File: config.mk
export PLATFORM = sky130hd
export DESIGN_NAME = uart_tx_arbiter
export DESIGN_NICKNAME = d
export VERILOG_FILES = /design/src/rtl/uart_pkg.sv /design/src/rtl/rr_pick.sv /design/src/rtl/uart_tx_arbiter.sv
export SDC_FILE = /design/constraint.sdc
export NUM_CORES = 1
export LEC_CHECK = 0
export ABC_AREA = 0
export CAP_MARGIN = 20
export CORE_MARGIN = 3
export CORE_UTILIZATION = 45
export DETAILED_ROUTE_END_ITERATION = 16
export GPL_TIMING_DRIVEN = 0
export PLACE_DENSITY = 0.84
export SKIP_LAST_GASP = 1
export SLEW_MARGIN = 25
export SYNTH_ARGS = -nofsm -noshare
export SYNTH_HDL_FRONTEND = slang
export SYNTH_SLANG_ARGS = --single-unit
export TNS_END_PERCENT = 5
File: constraint.sdc
create_clock -name clk_i -period 3.8 [get_ports clk_i]
set_input_delay 0.95 -clock clk_i [delete_from_list [all_inputs] [get_ports clk_i]]
set_output_delay 0.95 -clock clk_i [all_outputs]
set_load 0.02 [all_outputs]
File: src/rtl/uart_pkg.sv
// Shared types, widths and timing helpers for the UART transmit path.
package uart_pkg;

  localparam int unsigned DEF_WIDTH = 8;

  typedef enum logic [1:0] {
    ARB       = 2'd0,
    START     = 2'd1,
    WAIT_BUSY = 2'd2,
    WAIT_DONE = 2'd3
  } arb_state_e;

  // Clocks per serial bit for a given system clock and baud rate.
  function automatic int unsigned clks_per_bit(input int unsigned fclk, input int unsigned baud);
    return fclk / baud;
  endfunction

  // Clocks per whole frame: start bit, width data bits, one stop bit.
  function automatic int unsigned clks_per_frame(input int unsigned fclk, input int unsigned baud,
                                                 input int unsigned width);
    return (fclk / baud) * (width + 2);
  endfunction

endpackage

File: src/rtl/rr_pick.sv
// Cyclic priority encoder: first set request at or after ptr, wrapping at N.
module rr_pick #(
  parameter int unsigned N  = 4,
  parameter int unsigned PW = 2
) (
  input  logic [N-1:0]  req,
  input  logic [PW-1:0] ptr,
  output logic [N-1:0]  gnt,
  output logic          found
);

  logic [PW-1:0] idx;

  // Walk the requesters starting at ptr and keep only the first hit.
  always_comb begin
    gnt   = '0;
    found = 1'b0;
    idx   = '0;
    for (int unsigned i = 0; i < N; i++) begin
      idx = PW'((32'(ptr) + i) % N);
      if (!found && req[idx]) begin
        gnt[idx] = 1'b1;
        found    = 1'b1;
      end
    end
  end

endmodule

File: src/rtl/uart_tx_arbiter.sv
// Round-robin, packet-locking arbiter sharing one uart_tx among N byte streams.
module uart_tx_arbiter
  import uart_pkg::*;
#(
  parameter int unsigned N            = 4,
  parameter int unsigned WIDTH        = DEF_WIDTH,
  parameter int unsigned LOCK_TIMEOUT = 1023
) (
  input  logic               clk_i,
  input  logic               rst_n_i,
  input  logic [N-1:0]       req_valid_i,
  input  logic [N*WIDTH-1:0] req_data_i,
  input  logic [N-1:0]       req_last_i,
  output logic [N-1:0]       req_ready_o,
  output logic [N-1:0]       grant_o,
  output logic [WIDTH-1:0]   data_o,
  output logic               tx_start_o,
  input  logic               idle_i,
  output logic               busy_o,
  output logic               timeout_o
);

  localparam int unsigned PW = (N > 1) ? $clog2(N) : 1;
  localparam int unsigned CW = $clog2(LOCK_TIMEOUT + 1);

  arb_state_e       state_q, state_d;
  logic [PW-1:0]    ptr_q, owner_q, owner_inc, win_idx;
  logic             lock_q;
  logic [CW-1:0]    cnt_q;
  logic [WIDTH-1:0] data_q, win_data;
  logic             tx_start_q, busy_q, timeout_q;
  logic [N-1:0]     owner_oh, cand, pick_gnt;
  logic             pick_found, in_arb, accept, stall, tmo_hit, win_last;

  // While locked, only the owner may compete.
  assign owner_oh  = N'(1) << owner_q;
  assign cand      = lock_q ? (req_valid_i & owner_oh) : req_valid_i;
  assign owner_inc = (owner_q == PW'(N - 1)) ? '0 : owner_q + PW'(1);

  rr_pick #(
    .N  (N),
    .PW (PW)
  ) u_pick (
    .req   (cand),
    .ptr   (ptr_q),
    .gnt   (pick_gnt),
    .found (pick_found)
  );

  // One-hot winner to lane index.
  always_comb begin
    win_idx = '0;
    for (int unsigned k = 0; k < N; k++) begin
      if (pick_gnt[k]) win_idx = PW'(k);
    end
  end

  assign win_data = req_data_i[32'(win_idx) * WIDTH +: WIDTH];
  assign win_last = req_last_i[win_idx];
  assign in_arb   = (state_q == ARB);
  assign accept   = in_arb && idle_i && pick_found;
  assign stall    = in_arb && lock_q && !req_valid_i[owner_q];
  assign tmo_hit  = stall && (cnt_q == CW'(LOCK_TIMEOUT - 1));

  // State register.
  always_ff @(posedge clk_i or negedge rst_n_i) begin
    if (!rst_n_i) state_q <= ARB;
    else          state_q <= state_d;
  end

  // Next state plus the combinational handshake and grant outputs.
  always_comb begin
    state_d     = state_q;
    req_ready_o = '0;
    grant_o     = owner_oh;
    case (state_q)
      ARB: begin
        grant_o = pick_gnt;
        if (accept) begin
          req_ready_o = pick_gnt;
          state_d     = START;
        end
      end
      START:     state_d = WAIT_BUSY;
      WAIT_BUSY: if (!idle_i) state_d = WAIT_DONE;
      WAIT_DONE: if (idle_i) state_d = ARB;
      default:   state_d = ARB;
    endcase
  end

  // Byte capture, lock/owner/pointer bookkeeping and the stall timeout.
  always_ff @(posedge clk_i or negedge rst_n_i) begin
    if (!rst_n_i) begin
      ptr_q      <= '0;
      owner_q    <= '0;
      lock_q     <= 1'b0;
      cnt_q      <= '0;
      data_q     <= '0;
      tx_start_q <= 1'b0;
      busy_q     <= 1'b0;
      timeout_q  <= 1'b0;
    end else begin
      tx_start_q <= accept;
      busy_q     <= (state_d != ARB);
      timeout_q  <= tmo_hit;
      if (accept) begin
        data_q  <= win_data;
        owner_q <= win_idx;
        lock_q  <= ~win_last;
        cnt_q   <= '0;
      end else if (tmo_hit) begin
        lock_q <= 1'b0;
        ptr_q  <= owner_inc;
        cnt_q  <= '0;
      end else if (stall) begin
        cnt_q <= cnt_q + CW'(1);
      end
      if ((state_q == WAIT_DONE) && idle_i && !lock_q) ptr_q <= owner_inc;
    end
  end

  assign data_o     = data_q;
  assign tx_start_o = tx_start_q;
  assign busy_o     = busy_q;
  assign timeout_o  = timeout_q;

endmodule

# After elaboration in Yosys (flattened, before gate mapping)
# Index checks and enable logic that the tools add are counted.
[classes] mux=48 shifts=2 eq_ne=6 n_reduce_logical=25 bitwise=5 n_lt_le_gt_ge=10 add_sub_neg=5
[ops] op="2-to-1 mux 4 bit" n=8
[ops] op="variable part select 32 x 6 -> 8 bit" n=1
[ops] op="2-to-1 mux 10 bit" n=3
[ops] op="less-than comparator 2 x 3 -> 1 bit, second input constant" n=6
[ops] op="2-to-1 mux 2 bit" n=9
[ops] op="2-to-1 mux 1 bit" n=17
[ops] op="logical AND 1 bit" n=14
[ops] op="binary-select mux 1 bit (select 2 bit)" n=6
[ops] op="OR 4 bit" n=3
[ops] op="adder 10 x 1 -> 10 bit, second input constant" n=1
[ops] op="== test 10 bit, second input constant" n=1
[ops] op="demux 1 bit (select 2 bit)" n=4
[ops] op="greater-or-equal comparator 2 x 1 -> 1 bit, second input constant" n=4
[ops] op="case mux 2 bit (4 select lines)" n=1
[ops] op="== test 2 bit, second input constant" n=3
[ops] op="nonzero test 2 bit" n=3
[ops] op="zero test 1 bit" n=5
[ops] op="adder 2 x 1 -> 2 bit, second input constant" n=2
[ops] op="adder 2 bit, second input constant" n=2
[ops] op="AND 4 bit" n=1
[ops] op="left shift 1 x 2 -> 4 bit, first input constant" n=1
[ops] op="nonzero test 3 bit" n=1
[ops] op="== test 2 x 1 -> 1 bit, second input constant" n=1
[ops] op="zero test 2 bit" n=1
[ops] op="other kinds (3)" n=3
[totals] input_bits=43 word_cells=110 ff_bits=28 output_inout_bits=19

# Longest topological paths before layout
# Gate-level depths: netlist (run 1).
[depth] ltp_word=22 depth_mapped=12 ltp_nobuf=10

# By module
# Synthesis (run 1) repeated with hierarchy kept, for this count alone.
[unflattened] hier_cells=258 area_unflattened_um2=2273.4
[by_module_without_submodules] module="uart_tx_arbiter" cells_each=196 area_per_inst_um2=1779.2 instances=1 seq_area_each_um2=700.7
[by_module_without_submodules] module="rr_pick" cells_each=62 area_per_inst_um2=494.2 instances=1 seq_area_each_um2=0.0

# Least setup slack after synthesis (run 1)
# Ideal clock, no wire load.
[synth_timing] path_type="input to output" startpoint="in req_valid_i[3]" endpoint="out grant_o[3]" arrival_ns=2.511 path_stages=7 required_time_ns=2.850 slack_ns=0.339 path_buffers=1 path_cell_list="nand2b_1 > o221a_2 > a211oi_2 > a22oi_1 > and3_1 > buf_1 > a21oi_1"
[synth_between] elab_chain_cells=15 word_cells_on_any_way=27 classes_between="mux: 17; bitwise: 4; reduce/logical: 6"
[synth_rtl] item="start, declared" line="uart_tx_arbiter.sv:11" source="input logic [N-1:0] req_valid_i,"
[synth_rtl] item="AND 4 bit" line="uart_tx_arbiter.sv:37" source="assign cand = lock_q ? (req_valid_i & owner_oh) : req_valid_i;"
[synth_rtl] item="2-to-1 mux 4 bit (*)" line="uart_tx_arbiter.sv:37"
[synth_rtl] item="binary-select mux 1 bit (select 2 bit)" line="rr_pick.sv:21" source="if (!found && req[idx]) begin"
[synth_rtl] item="2-to-1 mux 1 bit (implied by the code)" line="rr_pick.sv:21"
[synth_rtl] item="2-to-1 mux 1 bit" line="rr_pick.sv:21"
[synth_rtl] item="zero test 1 bit" line="rr_pick.sv:21"
[synth_rtl] item="logical AND 1 bit" line="rr_pick.sv:21"
[synth_rtl] item="2-to-1 mux 1 bit" line="rr_pick.sv:21"
[synth_rtl] item="zero test 1 bit" line="rr_pick.sv:21"
[synth_rtl] item="logical AND 1 bit" line="rr_pick.sv:21"
[synth_rtl] item="2-to-1 mux 1 bit" line="rr_pick.sv:21"
[synth_rtl] item="zero test 1 bit" line="rr_pick.sv:21"
[synth_rtl] item="logical AND 1 bit" line="rr_pick.sv:21"
[synth_rtl] item="2-to-1 mux 4 bit (*)" line="rr_pick.sv:21"
[synth_rtl] item="2-to-1 mux 4 bit (*)" line="uart_tx_arbiter.sv:76" source="case (state_q)"
[synth_rtl] item="end, declared" line="uart_tx_arbiter.sv:15" source="output logic [N-1:0] grant_o,"
# Every way passes the cells marked *; elsewhere a longest branch is shown, timed or not. The select of a mux whose other input is x is not followed.

# Final worst setup path (run 1)
[layout_timing] startpoint="in req_valid_i[3]" endpoint="out grant_o[0]"
# Same word-level chain as after synthesis.

==> results of run 1 <==
==> Yosys cell counts (3+ instances only) <==
cell                       number  area share (%)
sky130_fd_sc_hd__o21ai_1        3            0.67
sky130_fd_sc_hd__nor3_1         6             1.3
sky130_fd_sc_hd__a211o_1        8             3.1
sky130_fd_sc_hd__nand2b_1       4             1.1
sky130_fd_sc_hd__o22a_1         4             1.6
sky130_fd_sc_hd__dfrtp_1       28              31
sky130_fd_sc_hd__or2_2          4             1.1
sky130_fd_sc_hd__nand2_1       16             2.7
sky130_fd_sc_hd__xnor2_1        3             1.2
sky130_fd_sc_hd__nand3_1       15             3.4
sky130_fd_sc_hd__o31ai_1        8             2.7
sky130_fd_sc_hd__a31oi_1       10             2.8
sky130_fd_sc_hd__buf_2          3            0.67
sky130_fd_sc_hd__a21boi_2       3             1.5
sky130_fd_sc_hd__nand4_1       10             2.8
sky130_fd_sc_hd__clkbuf_1       5            0.84
sky130_fd_sc_hd__a21oi_1       17             3.8
sky130_fd_sc_hd__nor2_1        28             4.7
sky130_fd_sc_hd__or3_1          3            0.84
sky130_fd_sc_hd__ha_1          14             7.9
sky130_fd_sc_hd__inv_1          8             1.3
sky130_fd_sc_hd__a22o_1         3             1.2
sky130_fd_sc_hd__and3_1         6             1.7
sky130_fd_sc_hd__o21ai_0       10             2.2
==> worst max-delay path, stage by stage <==
cell and delay, ns:
sky130_fd_sc_hd__clkdlybuf4s50_1 0.50, sky130_fd_sc_hd__nand2b_1 0.10, sky130_fd_sc_hd__o22a_2 0.28, sky130_fd_sc_hd__or3_4 0.41, sky130_fd_sc_hd__a21oi_4 0.22, sky130_fd_sc_hd__a221oi_2 0.12
sky130_fd_sc_hd__a21oi_1 0.18, sky130_fd_sc_hd__buf_4 0.16
==> through the flow <==
| step | cell area, sq um | worst slack, ns |
|---|---|---|
| global placement | 2920 | -0.837 |
| detailed placement | 2910 | -0.845 |
| CTS | 3060 | -0.0905 |
| finish | 3220 | -0.0910 |
| floorplan | 2230 | 0.339 |
| global route | 3220 | -0.151 |
==> metal layers <==
metal	vias to the layer above	global-route usage, %
li1	1131	-
met1	1198	29.9
met2	148	38.6
met3	29	3.78
met4	0	3.99
met5	-	0
==> report_power, final <==
group	internal, mW	total [mW]	switching (mW)
combinational	0.944	2.17	1.22
clock	0.141	0.234	0.0930
sequential	0.401	0.505	0.104
total	1.49	2.91	1.42
==> layout make-up <==
| cell class | instances | area (sq um) | share of cell area [%] |
|---|---|---|---|
| Buffer | 8 | 51.3 | 1.59 |
| Inverter | 8 | 30.0 | 0.933 |
| Clock inverter | 1 | 30.0 | 0.933 |
| Multi-Input combinational cell | 213 | 1630 | 50.5 |
| Sequential cell | 28 | 703 | 21.8 |
| Clock buffer | 3 | 41.3 | 1.28 |
| Tap cell | 65 | 81.3 | 2.53 |
| Timing Repair Buffer | 71 | 656 | 20.4 |
==> final timing paths <==
check | depth (start not counted) | start | to
worst max-delay path | 8 | req_valid_i[3] | grant_o[0]
worst min-delay path | 2 | cnt_q[1] | cnt_q[1]
worst max register to register | 11 | owner_q[0] | data_o[3]
worst min register to register | 2 | cnt_q[1] | cnt_q[1]
max in group asynchronous | 1 | rst_n_i | ptr_q[0]
min in group asynchronous | 1 | rst_n_i | cnt_q[3]
==> cells in the final DEF (no fill, tap or decap), types with 3 or more instances in the layout <==
cell,n
sky130_fd_sc_hd__a211o_1,8
sky130_fd_sc_hd__a21oi_1,15
sky130_fd_sc_hd__a31oi_1,10
sky130_fd_sc_hd__and3_1,5
sky130_fd_sc_hd__buf_2,7
sky130_fd_sc_hd__buf_4,15
sky130_fd_sc_hd__clkbuf_8,3
sky130_fd_sc_hd__clkdlybuf4s50_1,50
sky130_fd_sc_hd__dfrtp_1,26
sky130_fd_sc_hd__ha_1,14
sky130_fd_sc_hd__inv_1,8
sky130_fd_sc_hd__nand2_1,13
sky130_fd_sc_hd__nand2_2,3
sky130_fd_sc_hd__nand2b_1,4
sky130_fd_sc_hd__nand3_1,15
sky130_fd_sc_hd__nand4_1,10
sky130_fd_sc_hd__nor2_1,27
sky130_fd_sc_hd__nor3_1,3
sky130_fd_sc_hd__nor3_2,3
sky130_fd_sc_hd__o21ai_0,10
sky130_fd_sc_hd__o21ai_1,3
sky130_fd_sc_hd__o221ai_2,3
sky130_fd_sc_hd__o31ai_1,8
sky130_fd_sc_hd__or2_2,4
sky130_fd_sc_hd__xnor2_1,3
==> logic make-up (layout without fill, tap and decap cells) <==
kind of cell    count (synthesis)  after routing  share of synthesized area (%)
simple gates                  105            106                           24.4
flops                          28             28                           31.5
mux                             3              3                           2.02
fa+ha+maj                      14             14                           7.87
xor+xnor                        4              4                           1.57
buf+inv                        20             91                           4.05
compound gates                 86             86                           28.7
==> repair_timing <==
action	4_1_cts	5_1_grt
gates cloned	0	1
endpoints found under the setup margin	8	8
pin swaps	3	10
resized for setup	49	29
hold buffers	0	0
setup buffers	3	7
==> state kept, by name, indices dropped and copies added (netlist names) <==
| signal | cells |
|---|---|
| busy_o | 1 |
| cnt_q | 10 |
| data_o | 8 |
| lock_q | 1 |
| owner_q | 2 |
| ptr_q | 2 |
| state_q | 2 |
| timeout_o | 1 |
| tx_start_o | 1 |
==> reports/results.env, run 1 <==
OUTCOME='complete, but fails checks'
VIOLATIONS='setup timing'
CLK_LATENCY_NS=0.28
GRT_ANTENNA_BEFORE_REPAIR=0
MAX_CLOCK_FREQ_MHz=257
VIAS_PER_CELL=6.31
YS_TYPES=54
CRITICAL_PATH.MAX_FANOUT=5
FIN_CRIT_SH_PCT=102
NUMCLOCKSINKS=28
CORE_AREA_SQ_UM=4560
SETUP_WS_NS=-0.0910
YOSYS_REGISTER_BITS=28
HOLD_PATH_CLASS='flip-flop to flip-flop'
YS.FLOP_TYPE='sky130_fd_sc_hd__dfrtp_1'
WORST-ENDPOINT-ARRIVAL_NS=2.94
FILLER_CELLS=345
DIE_X_MICRONS=76.4
CELL_ROW_COUNT=24
SYNTH_EDF_COUNT=0
HOLD_VIOL=0
TIMING_WORST_SLEW_PIN_VALUE_NS=0.706
SYN_INST=260
CTS_TREE='yes'
POST-PLACE-CELLS=386
OVERFLOW=0
FIRST_GLOBAL_VIAS=2361
GRT_PASS1_WL_MICRONS=11100
WIRE_LENGTH_REPORTED_BY_THE_DETAILED_ROUTER_MICRONS=7290
REPORT.POWER.TOTAL_mW=2.91
GRT.TOTAL_USAGE_PCT=22.4
PIN_COUNT=62
FINCLKSKEW_NS=0.0129
SYNTH_AREA_SQ_UM=2230
DP_HPWL_MICRONS=4930
FINAL.SETUP.TNS_NS=-0.225
INITIAL_CORE_UTIL_PCT=48.8
POWER_DENSITY_nW_PER_UM2=903
GRT_MAX_DEGREE=29
POST_DRT_WL_PER_CELL_MICRONS=18.4
TRITONCTS.NUM_BUFFERS=3
TIMING_WORST_SETUP_PATH_TYPE='input pin to primary output'
WL_MET1_MICRONS=2900
LAYOUT.CELLS.NON_FILLER=397
REQUIRED_TIME_WORST_ENDPOINT_NS=2.85
SYNTH-SEQ-AREA-SHARE_PCT=31.5
POST-ROUTE-UTIL_PCT=70.5
RSZ0062_AT_GRT='yes'
WL_MET2_MICRONS=3570
HTREE_NUM_LEVELS=1
FIN_CRIT_NS=3.89
CAP_VIOL_MAX_COUNT=0
MET3ROUTEDLENGTH_MICRONS=562
POST-ROUTE-DRC-COUNT=0
CTS_ROOT_BUF='sky130_fd_sc_hd__clkbuf_8'
PORTBUFFERS=61
MAPPEDNETLISTNETS=317
CTS.REPORTEDPATHS.CLKPINSLEW_NS=0.09
SYN_AREA_PER_CELL_SQ_UM=8.57
GP_ROUTABILITY_CONGESTION=0.895
STARTPOINT_TYPE='input pin'
DRTITER0DRC=158
SETUP.WORST_PATH.END_CLASS='primary output'
TOTAL_LEAKAGE_POWER_nW=1.34
SYN2LAYOUT_AREA_GROWTH_PCT=44.6
MAX-SLEW-MARGIN-REL_PCT=52.9
TIMING.HOLD.WS_NS=0.548
CTS-ROOT-TO-SINK-BUFFERS=2
N_ANTENNA_CELL=0
ASYNC_FLOP_SHARE_PCT=100
SETUP_VIOL=8
SYNTH_WARNINGS=0
ANTENNA_VIOLATING_NETS_POST_ROUTE=0
VIA_COUNT=2506
FINAL-MAX-SLEW-VIOLATION-COUNT=0
DIE_HEIGHT_MICRONS=76.4
DIEAREA_SQ_UM=5830
FINALNETCOUNT=390
REG2REG_SETUP_SLACK_NS=0.62
DRTPASS1ITERATIONS=4
POST_ROUTE_CELLS_DRIVE_ABOVE_1_SHARE_PCT=23.2
ROUTED.TOP_LAYER='met4'
IR_WORST_VDD_V=0.000496
No activity file was read; power rests on OpenSTA's default activity.
==> run 2: changes to the inputs <==
--- a/config.mk
+++ b/config.mk
@@ -10,10 +10,7 @@
 export CORE_MARGIN = 3
 export CORE_UTILIZATION = 45
 export DETAILED_ROUTE_END_ITERATION = 16
-export GPL_TIMING_DRIVEN = 0
 export PLACE_DENSITY = 0.84
-export SKIP_LAST_GASP = 1
-export SLEW_MARGIN = 25
 export SYNTH_ARGS = -nofsm -noshare
 export SYNTH_HDL_FRONTEND = slang
 export SYNTH_SLANG_ARGS = --single-unit
==> run 2 against run 1 <==
The flow now finishes without violations; register-to-register slack better by 0.29 ns; via count is 4.7% lower; total power is 2.3% lower; global-route usage is 1.0 points higher; sequential share of layout area is 0.47 points lower; critical path depth is 2 higher; die area stayed put.
==> reports/results.env, run 2 (same netlist as run 1, synthesis figures left out) <==
COMMONEST_NON_FILL_NON_TAP_CELL_IN_THE_LAYOUT='sky130_fd_sc_hd__clkdlybuf4s50_1'
NUMCLOCKSINKS=28
REG2REG_SETUP_SLACK_NS=0.91
POWER_DENSITY_nW_PER_UM2=866
N_ANTENNA_CELL=0
FINAL.SETUP.TNS_NS=0
FINAL_AREA_SQ_UM=3280
MAX-SLEW-MARGIN-REL_PCT=56.7
GRT.TOTAL_USAGE_PCT=23.5
HOLD_PATH_CLASS='flip-flop to flip-flop'
DRTPASS1ITERATIONS=4
DIEAREA_SQ_UM=5830
FIRST_GLOBAL_VIAS=2405
POST_ROUTE_CELLS_DRIVE_ABOVE_1_SHARE_PCT=23.6
R2R.WORST_PATH.CELLS=12
HOLD_BUF_CTS=0
GRT_MAX_DEGREE=29
SYN2LAYOUT_AREA_GROWTH_PCT=47.2
CELL_ROW_COUNT=24
TIMING_WORST_SETUP_PATH_TYPE='flip-flop to primary output'
CORE_AREA_SQ_UM=4560
FINAL-MAX-SLEW-VIOLATION-COUNT=0
DRTITER0DRC=190
FINCLKSKEW_NS=0.0108
HOLD-PATH-ENDPOINT='cnt_q[1]'
FIN_CRIT_NS=3.62
PIN_COUNT=62
R2R-END='cnt_q[2]'
CRITICAL_PATH.MAX_FANOUT=8
POST_DRT_WL_PER_CELL_MICRONS=16.6
TRITONCTS.NUM_BUFFERS=3
HOLD_PATH_STARTPOINT='cnt_q[1]'
WORST-ENDPOINT-ARRIVAL_NS=2.67
HTREE_NUM_LEVELS=1
CTS_TREE='yes'
LAYOUT.CELLS.NON_FILLER=412
GRT_PASS1_WL_MICRONS=11400
DIE_HEIGHT_MICRONS=76.4
LARGEST-REGISTER='cnt_q'
OVERFLOW=0
PORTBUFFERS=61
POST-ROUTE-UTIL_PCT=71.8
VIA_COUNT=2389
ANTENNA_VIOLATING_NETS_POST_ROUTE=0
REQUIRED_TIME_WORST_ENDPOINT_NS=2.85
FIN_CRIT_SH_PCT=95.3
INITIAL_CORE_UTIL_PCT=48.8
CAP_VIOL_MAX_COUNT=0
DIE_X_MICRONS=76.4
VIAS_PER_CELL=5.80
WHS_PATH_DEPTH=2
GP_ROUTABILITY_CONGESTION=0.930
SETUP.WORST_PATH.END_CLASS='primary output'
CTS.REPORTEDPATHS.CLKPINSLEW_NS=0.10
RSZ0062_AT_GRT='no'
MAX_CLOCK_FREQ_MHz=276
CLK_LATENCY_NS=0.28
DPL-INSTANCE-AREA_SQ_UM=3080
CTS-ROOT-TO-SINK-BUFFERS=2
WIRE_LENGTH_REPORTED_BY_THE_DETAILED_ROUTER_MICRONS=6840
OUTCOME='finished clean'
STARTPOINT_TYPE='flip-flop'
CTS_ROOT_BUF='sky130_fd_sc_hd__clkbuf_8'
TOTAL_LEAKAGE_POWER_nW=1.43
FINALNETCOUNT=405
HOLD_VIOL=0
WORST_SETUP_PATH_STARTPOINT='owner_q[0]'
POST-ROUTE-DRC-COUNT=0
DP_HPWL_MICRONS=5310
IR_WORST_VDD_V=0.000568
POST-PLACE-CELLS=404
R2R-START='owner_q[0]'
LAYOUT_COMMON_CELLS='sky130_fd_sc_hd__clkdlybuf4s50_1, sky130_fd_sc_hd__buf_4, sky130_fd_sc_hd__nor2_1, sky130_fd_sc_hd__dfrtp_1, sky130_fd_sc_hd__a21oi_1'
LARGEST_REG_FLOPS=10
TIMING_WORST_SLEW_PIN_VALUE_NS=0.650
GRT_ANTENNA_BEFORE_REPAIR=0
SETUP_VIOL=0
## run 2: cell count changes in the layout (fill, tap and decap cells not counted), sizes merged
cell | previous run | this run
and3 | 7 | 6
clkbuf | 5 | 3
dlygate4sd2 | 0 | 1
buf | 25 | 42
dlymetal6s2s | 2 | 3
clkdlybuf4s50 | 50 | 49
## run 2: per-layer routing
metal	part of all wire, %	GRT usage [%]
met2	48	38.1
met4	0.63	6.16
met5	0	0
met3	5.8	3.19
met1	46	32.7
## run 2: critical path: stages, from the launching register on
cell,delay [ns]
sky130_fd_sc_hd__dfrtp_1,0.44
sky130_fd_sc_hd__inv_1,0.15
sky130_fd_sc_hd__ha_1,0.18
sky130_fd_sc_hd__and2b_1,0.25
sky130_fd_sc_hd__o22a_4,0.27
sky130_fd_sc_hd__or3_4,0.41
sky130_fd_sc_hd__a21boi_2,0.19
sky130_fd_sc_hd__nor3_2,0.06
sky130_fd_sc_hd__buf_4,0.15
sky130_fd_sc_hd__a21oi_2,0.15
sky130_fd_sc_hd__buf_4,0.16
## run 2: area by class of cell
cell class	instances	area [sq um]
multi-input cells	212	1560
clock inverters	1	30.0
flip-flops and latches	28	701
clock buffers	3	41.3
fillers	365	1290
inverters	8	30.0
well taps	65	81.3
repair buffers	95	837
## run 2: worst max-delay path by stage
| stage | depth (start not counted) | endpoint |
|---|---|---|
| finish | 10 | grant_o[1] |
| global route | 11 | grant_o[1] |
| floorplan | 7 | grant_o[3] |
| global placement | 9 | grant_o[1] |
| detailed placement | 9 | grant_o[1] |
| CTS | 10 | grant_o[1] |
## run 2: timing repair
action | CTS | global route
endpoints found under the hold margin | 0 | 0
setup buffers | 2 | 2
gates cloned | 0 | 0
resized for setup | 45 | 14
setup endpoints to repair | 8 | 8
pin swaps | 4 | 4
## run 2: stage by stage
step / setup WS, ns / hold slack, ns / power (mW)
3_5_place_dp: -0.570 / 0.531 / 2.40
4_1_cts: -0.0619 / 0.553 / 2.74
3_3_place_gp: -0.557 / 0.517 / 2.37
6_report: 0.179 / 0.549 / 2.84
2_1_floorplan: 0.339 / 0.492 / 1.68
5_1_grt: 0.0741 / 0.582 / 3.03
## run 2: where the power goes
part           internal (mW)  switching, mW  total, mW  leakage [nW]
Sequential             0.399         0.0811      0.480         0.348
Clock                  0.141         0.0943      0.235        0.0357
Combinational          0.978           1.15       2.12          1.05
Total                   1.52           1.32       2.84          1.43
